### src/rtl/pipelined_ripple_adder_if.sv
// Valid/ready bundle for pipelined_ripple_adder.
// The ovf wire exists only when ADDER_OVF_FLAG_EN is defined.
interface pipelined_ripple_adder_if #(
    parameter int WIDTH = 16
);
    logic             in_valid;
    logic             in_ready;
    logic [WIDTH-1:0] a;
    logic [WIDTH-1:0] b;
    logic             cin;
    logic             out_valid;
    logic             out_ready;
    logic [WIDTH-1:0] sum;
    logic             cout;
`ifdef ADDER_OVF_FLAG_EN
    logic             ovf;
`endif

`ifdef ADDER_OVF_FLAG_EN
    modport master (output in_valid, a, b, cin, out_ready,
                    input  in_ready, out_valid, sum, cout, ovf);
    modport slave  (input  in_valid, a, b, cin, out_ready,
                    output in_ready, out_valid, sum, cout, ovf);
`else
    modport master (output in_valid, a, b, cin, out_ready,
                    input  in_ready, out_valid, sum, cout);
    modport slave  (input  in_valid, a, b, cin, out_ready,
                    output in_ready, out_valid, sum, cout);
`endif
endinterface

### src/rtl/pipelined_ripple_adder.sv
// WIDTH-bit adder resolved SEG_W bits per pipeline stage, carry registered between stages.
// Optional signed-overflow flag: define ADDER_OVF_FLAG_EN.
module pipelined_ripple_adder #(
    parameter int WIDTH = 16,
    parameter int SEG_W = 4
) (
    input  logic                     clk,
    input  logic                     rst,
    pipelined_ripple_adder_if.slave  bus
);
    localparam int STAGES = WIDTH / SEG_W;
    localparam int MSB    = WIDTH - 1;
    // Operand carry registers are only needed ahead of the last stage.
    localparam int AB_N   = (STAGES > 1) ? STAGES - 1 : 1;

    if (WIDTH < 1 || SEG_W < 1 || (WIDTH % SEG_W) != 0) begin : g_bad_cfg
        $error("pipelined_ripple_adder: SEG_W must divide WIDTH");
    end

    logic             adv_s;

    logic             vld_r   [STAGES];
    logic             carry_r [STAGES];
    logic [WIDTH-1:0] res_r   [STAGES];
    logic [WIDTH-1:0] a_r     [AB_N];
    logic [WIDTH-1:0] b_r     [AB_N];

    logic             vld_in_s [STAGES];
    logic             c_in_s   [STAGES];
    logic [WIDTH-1:0] res_in_s [STAGES];
    logic [WIDTH-1:0] a_in_s   [STAGES];
    logic [WIDTH-1:0] b_in_s   [STAGES];
    logic [SEG_W:0]   seg_s    [STAGES];
    logic [WIDTH-1:0] res_nxt_s[STAGES];

    // Stage 0 is fed from the ports; every later stage from its predecessor's registers.
    for (genvar k = 0; k < STAGES; k++) begin : g_stage_in
        if (k == 0) begin : g_head
            assign vld_in_s[k] = bus.in_valid;
            assign c_in_s[k]   = bus.cin;
            assign res_in_s[k] = {WIDTH{1'b0}};
            assign a_in_s[k]   = bus.a;
            assign b_in_s[k]   = bus.b;
        end else begin : g_body
            assign vld_in_s[k] = vld_r[k-1];
            assign c_in_s[k]   = carry_r[k-1];
            assign res_in_s[k] = res_r[k-1];
            assign a_in_s[k]   = a_r[k-1];
            assign b_in_s[k]   = b_r[k-1];
        end
    end

    // Combinational ripple over each stage's segment, merged into the resolved sum bits.
    always_comb begin
        for (int k = 0; k < STAGES; k++) begin
            seg_s[k] = {1'b0, a_in_s[k][k*SEG_W +: SEG_W]}
                     + {1'b0, b_in_s[k][k*SEG_W +: SEG_W]}
                     + {{SEG_W{1'b0}}, c_in_s[k]};
            res_nxt_s[k] = res_in_s[k];
            res_nxt_s[k][k*SEG_W +: SEG_W] = seg_s[k][SEG_W-1:0];
        end
    end

    // The whole pipe advances together or freezes together; empty stages are not squeezed out.
    assign adv_s = !vld_r[STAGES-1] || bus.out_ready;

    // Stage registers: cleared on reset, shifted on advance, held on stall.
    always_ff @(posedge clk) begin
        if (rst) begin
            for (int k = 0; k < STAGES; k++) begin
                vld_r[k]   <= 1'b0;
                carry_r[k] <= 1'b0;
                res_r[k]   <= {WIDTH{1'b0}};
            end
            for (int k = 0; k < AB_N; k++) begin
                a_r[k] <= {WIDTH{1'b0}};
                b_r[k] <= {WIDTH{1'b0}};
            end
        end else if (adv_s) begin
            for (int k = 0; k < STAGES; k++) begin
                vld_r[k]   <= vld_in_s[k];
                carry_r[k] <= seg_s[k][SEG_W];
                res_r[k]   <= res_nxt_s[k];
            end
            for (int k = 0; k < AB_N; k++) begin
                a_r[k] <= a_in_s[k];
                b_r[k] <= b_in_s[k];
            end
        end
    end

    assign bus.in_ready  = adv_s;
    assign bus.out_valid = vld_r[STAGES-1];
    assign bus.sum       = res_r[STAGES-1];
    assign bus.cout      = carry_r[STAGES-1];

`ifdef ADDER_OVF_FLAG_EN
    logic am_r    [STAGES];
    logic bm_r    [STAGES];
    logic am_in_s [STAGES];
    logic bm_in_s [STAGES];

    for (genvar k = 0; k < STAGES; k++) begin : g_msb_in
        if (k == 0) begin : g_head
            assign am_in_s[k] = bus.a[MSB];
            assign bm_in_s[k] = bus.b[MSB];
        end else begin : g_body
            assign am_in_s[k] = am_r[k-1];
            assign bm_in_s[k] = bm_r[k-1];
        end
    end

    // Operand sign bits travel alongside the data so ovf lines up with sum.
    always_ff @(posedge clk) begin
        if (rst) begin
            for (int k = 0; k < STAGES; k++) begin
                am_r[k] <= 1'b0;
                bm_r[k] <= 1'b0;
            end
        end else if (adv_s) begin
            for (int k = 0; k < STAGES; k++) begin
                am_r[k] <= am_in_s[k];
                bm_r[k] <= bm_in_s[k];
            end
        end
    end

    assign bus.ovf = (am_r[STAGES-1] == bm_r[STAGES-1])
                  && (res_r[STAGES-1][MSB] != am_r[STAGES-1]);
`endif
endmodule
### src/flat_wrapper.sv
// flat-port wrapper written by rule: the top's interface ports become plain ports
module pipelined_ripple_adder_flat 
#(
    parameter int WIDTH = 16,
    parameter int SEG_W = 4
)
  (clk, rst, bus_in_valid, bus_a, bus_b, bus_cin, bus_out_ready, bus_in_ready, bus_out_valid, bus_sum, bus_cout);
  pipelined_ripple_adder_if #(.WIDTH(WIDTH)) bus_i ();
  input  logic clk;
  input  logic rst;
  input wire logic [$bits(bus_i.in_valid)-1:0] bus_in_valid;
  input wire logic [$bits(bus_i.a)-1:0] bus_a;
  input wire logic [$bits(bus_i.b)-1:0] bus_b;
  input wire logic [$bits(bus_i.cin)-1:0] bus_cin;
  input wire logic [$bits(bus_i.out_ready)-1:0] bus_out_ready;
  output wire logic [$bits(bus_i.in_ready)-1:0] bus_in_ready;
  output wire logic [$bits(bus_i.out_valid)-1:0] bus_out_valid;
  output wire logic [$bits(bus_i.sum)-1:0] bus_sum;
  output wire logic [$bits(bus_i.cout)-1:0] bus_cout;
  assign bus_i.in_valid = bus_in_valid;
  assign bus_i.a = bus_a;
  assign bus_i.b = bus_b;
  assign bus_i.cin = bus_cin;
  assign bus_i.out_ready = bus_out_ready;
  assign bus_in_ready = bus_i.in_ready;
  assign bus_out_valid = bus_i.out_valid;
  assign bus_sum = bus_i.sum;
  assign bus_cout = bus_i.cout;
  pipelined_ripple_adder #(.WIDTH(WIDTH), .SEG_W(SEG_W)) u_core (.clk(clk), .rst(rst), .bus(bus_i));
endmodule
### config.mk
export PLATFORM = sky130hd
export DESIGN_NAME = pipelined_ripple_adder_flat
export DESIGN_NICKNAME = d
export VERILOG_FILES = /design/src/rtl/pipelined_ripple_adder_if.sv /design/src/rtl/pipelined_ripple_adder.sv /design/src/flat_wrapper.sv
export SDC_FILE = /design/constraint.sdc
export NUM_CORES = 1
export LEC_CHECK = 0
export CAP_MARGIN = 25
export CORE_UTILIZATION = 42
export CTS_CLUSTER_DIAMETER = 120
export DETAILED_ROUTE_END_ITERATION = 12
export HOLD_SLACK_MARGIN = 0.08
export PLACE_DENSITY = 0.7
export SLEW_MARGIN = 30
export SYNTH_ARGS = -nofsm -noshare
export SYNTH_HDL_FRONTEND = slang
export SYNTH_SLANG_ARGS = --single-unit
### constraint.sdc
create_clock -name clk -period 8.6 [get_ports clk]
set_clock_uncertainty 0.2 [all_clocks]
set_input_delay 1.72 -clock clk [delete_from_list [all_inputs] [get_ports clk]]
set_output_delay 1.72 -clock clk [all_outputs]
set_load 0.01 [all_outputs]
==> flow_summary.yaml <==
route:
  initialDrtViolationCount: 87
  drtPass1Iterations: 4
  viasPerCell: 4.82
  routed_wirelength_um: 6060
  wl_per_cell_um: 12.8
  route.vias.total: 2281
  drc: 0
  ant_nets: 0
yosys:
  yosysSeqAreaShare_pct: 68.1
  synth_edf_count: 96
  synth-seq-cells: 96
  synthArstFlopShare_pct: 0
  syn-cell-area_um2: 4230
  avgSynthCellArea_um2: 14.7
  synth_top_family_by_area: "simple AND/OR/NAND/NOR gates"
  synth_warnings: 0
  synth.area.mux_share_pct: 0.237
  synth_common_cells: "edfxtp_1, and3_1, inv_1"
  synthTopCellsByArea: "edfxtp_1, and3_1, fa_1, ha_1, inv_1"
  synth.most_common_cell: "edfxtp_1"
  synth_fa_ha_area_share_pct: 7.34
  ys_types: 25
  synth_compound_area_share_pct: 2.22
  ys.flop_type: "edfxtp_1"
  netlist_instances: 287
  synth_xor_xnor_area_share_pct: 0
  synth_top_area_cell: "edfxtp_1"
  syn-num-nets: 344
  synth.top_cell.area_share_pct: 68.1
  synthSimpleGateAreaFrac_pct: 16.1
place:
  finalWeightedCongestion: 0.725
  dp_hpwl_um: 3730
  dpl_cell_area_um2: 4830
  numPortBuffers: 55
  dp_cells: 458
power_and_ir_drop:
  power.total_w: 0.000965
  seq_power_share_pct: 57.2
  peakVddDrop_mv: 0.115
  p_sw_w: 0.000185
  internal-power_w: 0.000780
  p_per_area_nw_per_um2: 191
  pwr-share-comb_pct: 8.0
  leakage_nw: 2.23
  switching_share_pct: 19.2
  pwr-share-clk_pct: 34.8
layout:
  antenna_cells: 0
  area_delta_synth_final_pct: 19.6
  nFillCells: 850
  nNetsFinal: 393
  fin_cells: 473
  final_cell_area_um2: 5060
  drive_gt1_share_pct: 6.47
  fin_util_pct: 51.8
timing:
  timing.fmax_mhz: 187
  fin_setup_tns_ns: 0
  finalCritPeriodShare_pct: 62.1
  rsz0062_at_grt: "false"
  slew_headroom_pct: 46.5
  worst_pin_slew_ns: 0.802
  post-route-min-period_ns: 5.34
  slew_viol_final: 0
  hold_viol: 0
  finalSetupViolCount: 0
clock_network:
  clk_pin_slew_ns: 0.08
  cts-root-buf: "clkbuf_8"
  clock_latency_ns: 0.35
  post-cts-setup-buffers: 0
  cts.repair.resized: 0
  htree_levels: 3
  cts_hold_buf: 0
  cts.path.max_buffers: 2
  cts_tree: "yes"
  cts_buffers: 9
  numClockSinks: 96
worst_setup_path:
  slowest_delay_ns: 0.67
  critical_path_class: "input pin to primary output"
  worst-path-buf-inv: 2
  crit_family: "buffers and inverters"
  slowest_stage: "clkdlybuf4s50_1"
  crit_fanout: 82
  crit_top_cell: "clkdlybuf4s50_1"
  cp.required_ns: 6.68
  crit_path_cell_trace: "clkdlybuf4s50_1 > nand2b_4 > clkdlybuf4s50_1"
  end_kind: "primary output"
  start_kind: "input pin"
  crit_arrival_ns: 3.42
floorplanning:
  die_x_um: 102
  fp-row-count: 36
  core-area_um2: 9770
  die_y_um: 102
  initial_utilization_pct: 43.3
  dieArea_um2: 10500
  io_pins: 56
global_routing:
  grt_pass1_wl_um: 9820
  gr-total-overflow: 0
  grt_pass1_vias: 2176
  grt_max_degree: 83
  antenna_found_initial: 0
  grt.total_usage_pct: 12.5
run_status:
  status: "finished, final reports clean"
worst_hold_path:
  hold_path.class: "register to register"
run:
  maxCapViolations: 0
==> per-layer routing <==
| metal | wire [µm] | global-route usage (%) | share of wire, % | vias up |
|---|---|---|---|---|
| li1 | - | - | - | 1141 |
| met1 | 2660 | 14.6 | 44 | 1073 |
| met2 | 3050 | 21.4 | 50 | 56 |
| met3 | 272 | 3.97 | 4.5 | 11 |
| met4 | 75 | 5.05 | 1.2 | 0 |
| met5 | 0 | 0 | 0 | - |
==> layout by cell type, fill, tap and decap left out, types with 2 or more instances in the layout <==
| master | Yosys | routed |
|---|---|---|
| and3_1 | 79 | 79 |
| nor2_1 | 7 | 7 |
| nand2b_4 | 1 | 2 |
| nand3_1 | 2 | 2 |
| edfxtp_1 | 96 | 96 |
| nor2b_1 | 8 | 8 |
| a21oi_2 | 3 | 3 |
| clkdlybuf4s50_1 | 0 | 55 |
| fa_1 | 8 | 8 |
| nand3b_1 | 4 | 4 |
| inv_1 | 25 | 25 |
| ha_1 | 12 | 12 |
| o21ai_0 | 4 | 4 |
| a21oi_1 | 8 | 8 |
| clkbuf_8 | 0 | 9 |
| bufinv_16 | 0 | 3 |
| nor3_1 | 6 | 6 |
==> kinds of logic after synthesis <==
logic type | after synthesis
muxes | 1
adders and majority gates | 20
and+or+nand+nor | 110
DFF | 96
buffers and inverters | 44
AOI/OAI and AO/OA | 16
==> path summary, 6_finish.rpt <==
kind                       from           endpoint  slack, ns  cells past startpoint
min reg2reg   u_core.a_r[0][31]  u_core.a_r[0][47]       0.35                      1
min           u_core.a_r[0][31]  u_core.a_r[0][47]       0.35                      1
max reg2reg  u_core.vld_r[0][3]  u_core.a_r[0][44]       6.04                      3
max               bus_out_ready       bus_in_ready       3.26                      3
==> power by group through the flow <==
| stage | logic (W) | registers (W) | clock network (W) |
|---|---|---|---|
| after floorplan | 0.0000428 | 0.000564 | 0 |
| after global placement | 0.0000751 | 0.000562 | 0 |
| after detailed placement | 0.0000779 | 0.000563 | 0 |
| after CTS | 0.0000786 | 0.000552 | 0.000344 |
| after global routing | 0.0000870 | 0.000555 | 0.000361 |
| final | 0.0000775 | 0.000552 | 0.000336 |
==> flip-flops by register name (all words and copies together), names as in the netlist <==
register        cells
u_core.res_r       40
u_core.a_r         24
u_core.b_r         24
u_core.carry_r      4
u_core.vld_r        4
==> layout make-up <==
class,instances,area [µm²],share of cell area (%)
Timing Repair Buffer,56,578,11.4
Inverter,26,98.8,1.95
Clock buffer,10,128,2.52
Clock inverter,5,106,2.10
Multi-Input combinational cell,147,1100,21.8
Sequential cell,96,2880,57.0
Tap cell,133,166,3.29
==> metrics by stage <==
step	setup WS (ns)	hold WS, ns
2_1_floorplan	3.61	0.328
3_3_place_gp	3.29	0.330
3_5_place_dp	3.27	0.336
4_1_cts	3.26	0.348
5_1_grt	3.17	0.370
6_report	3.26	0.348
Note: power is estimated with default switching activity, not from simulation.
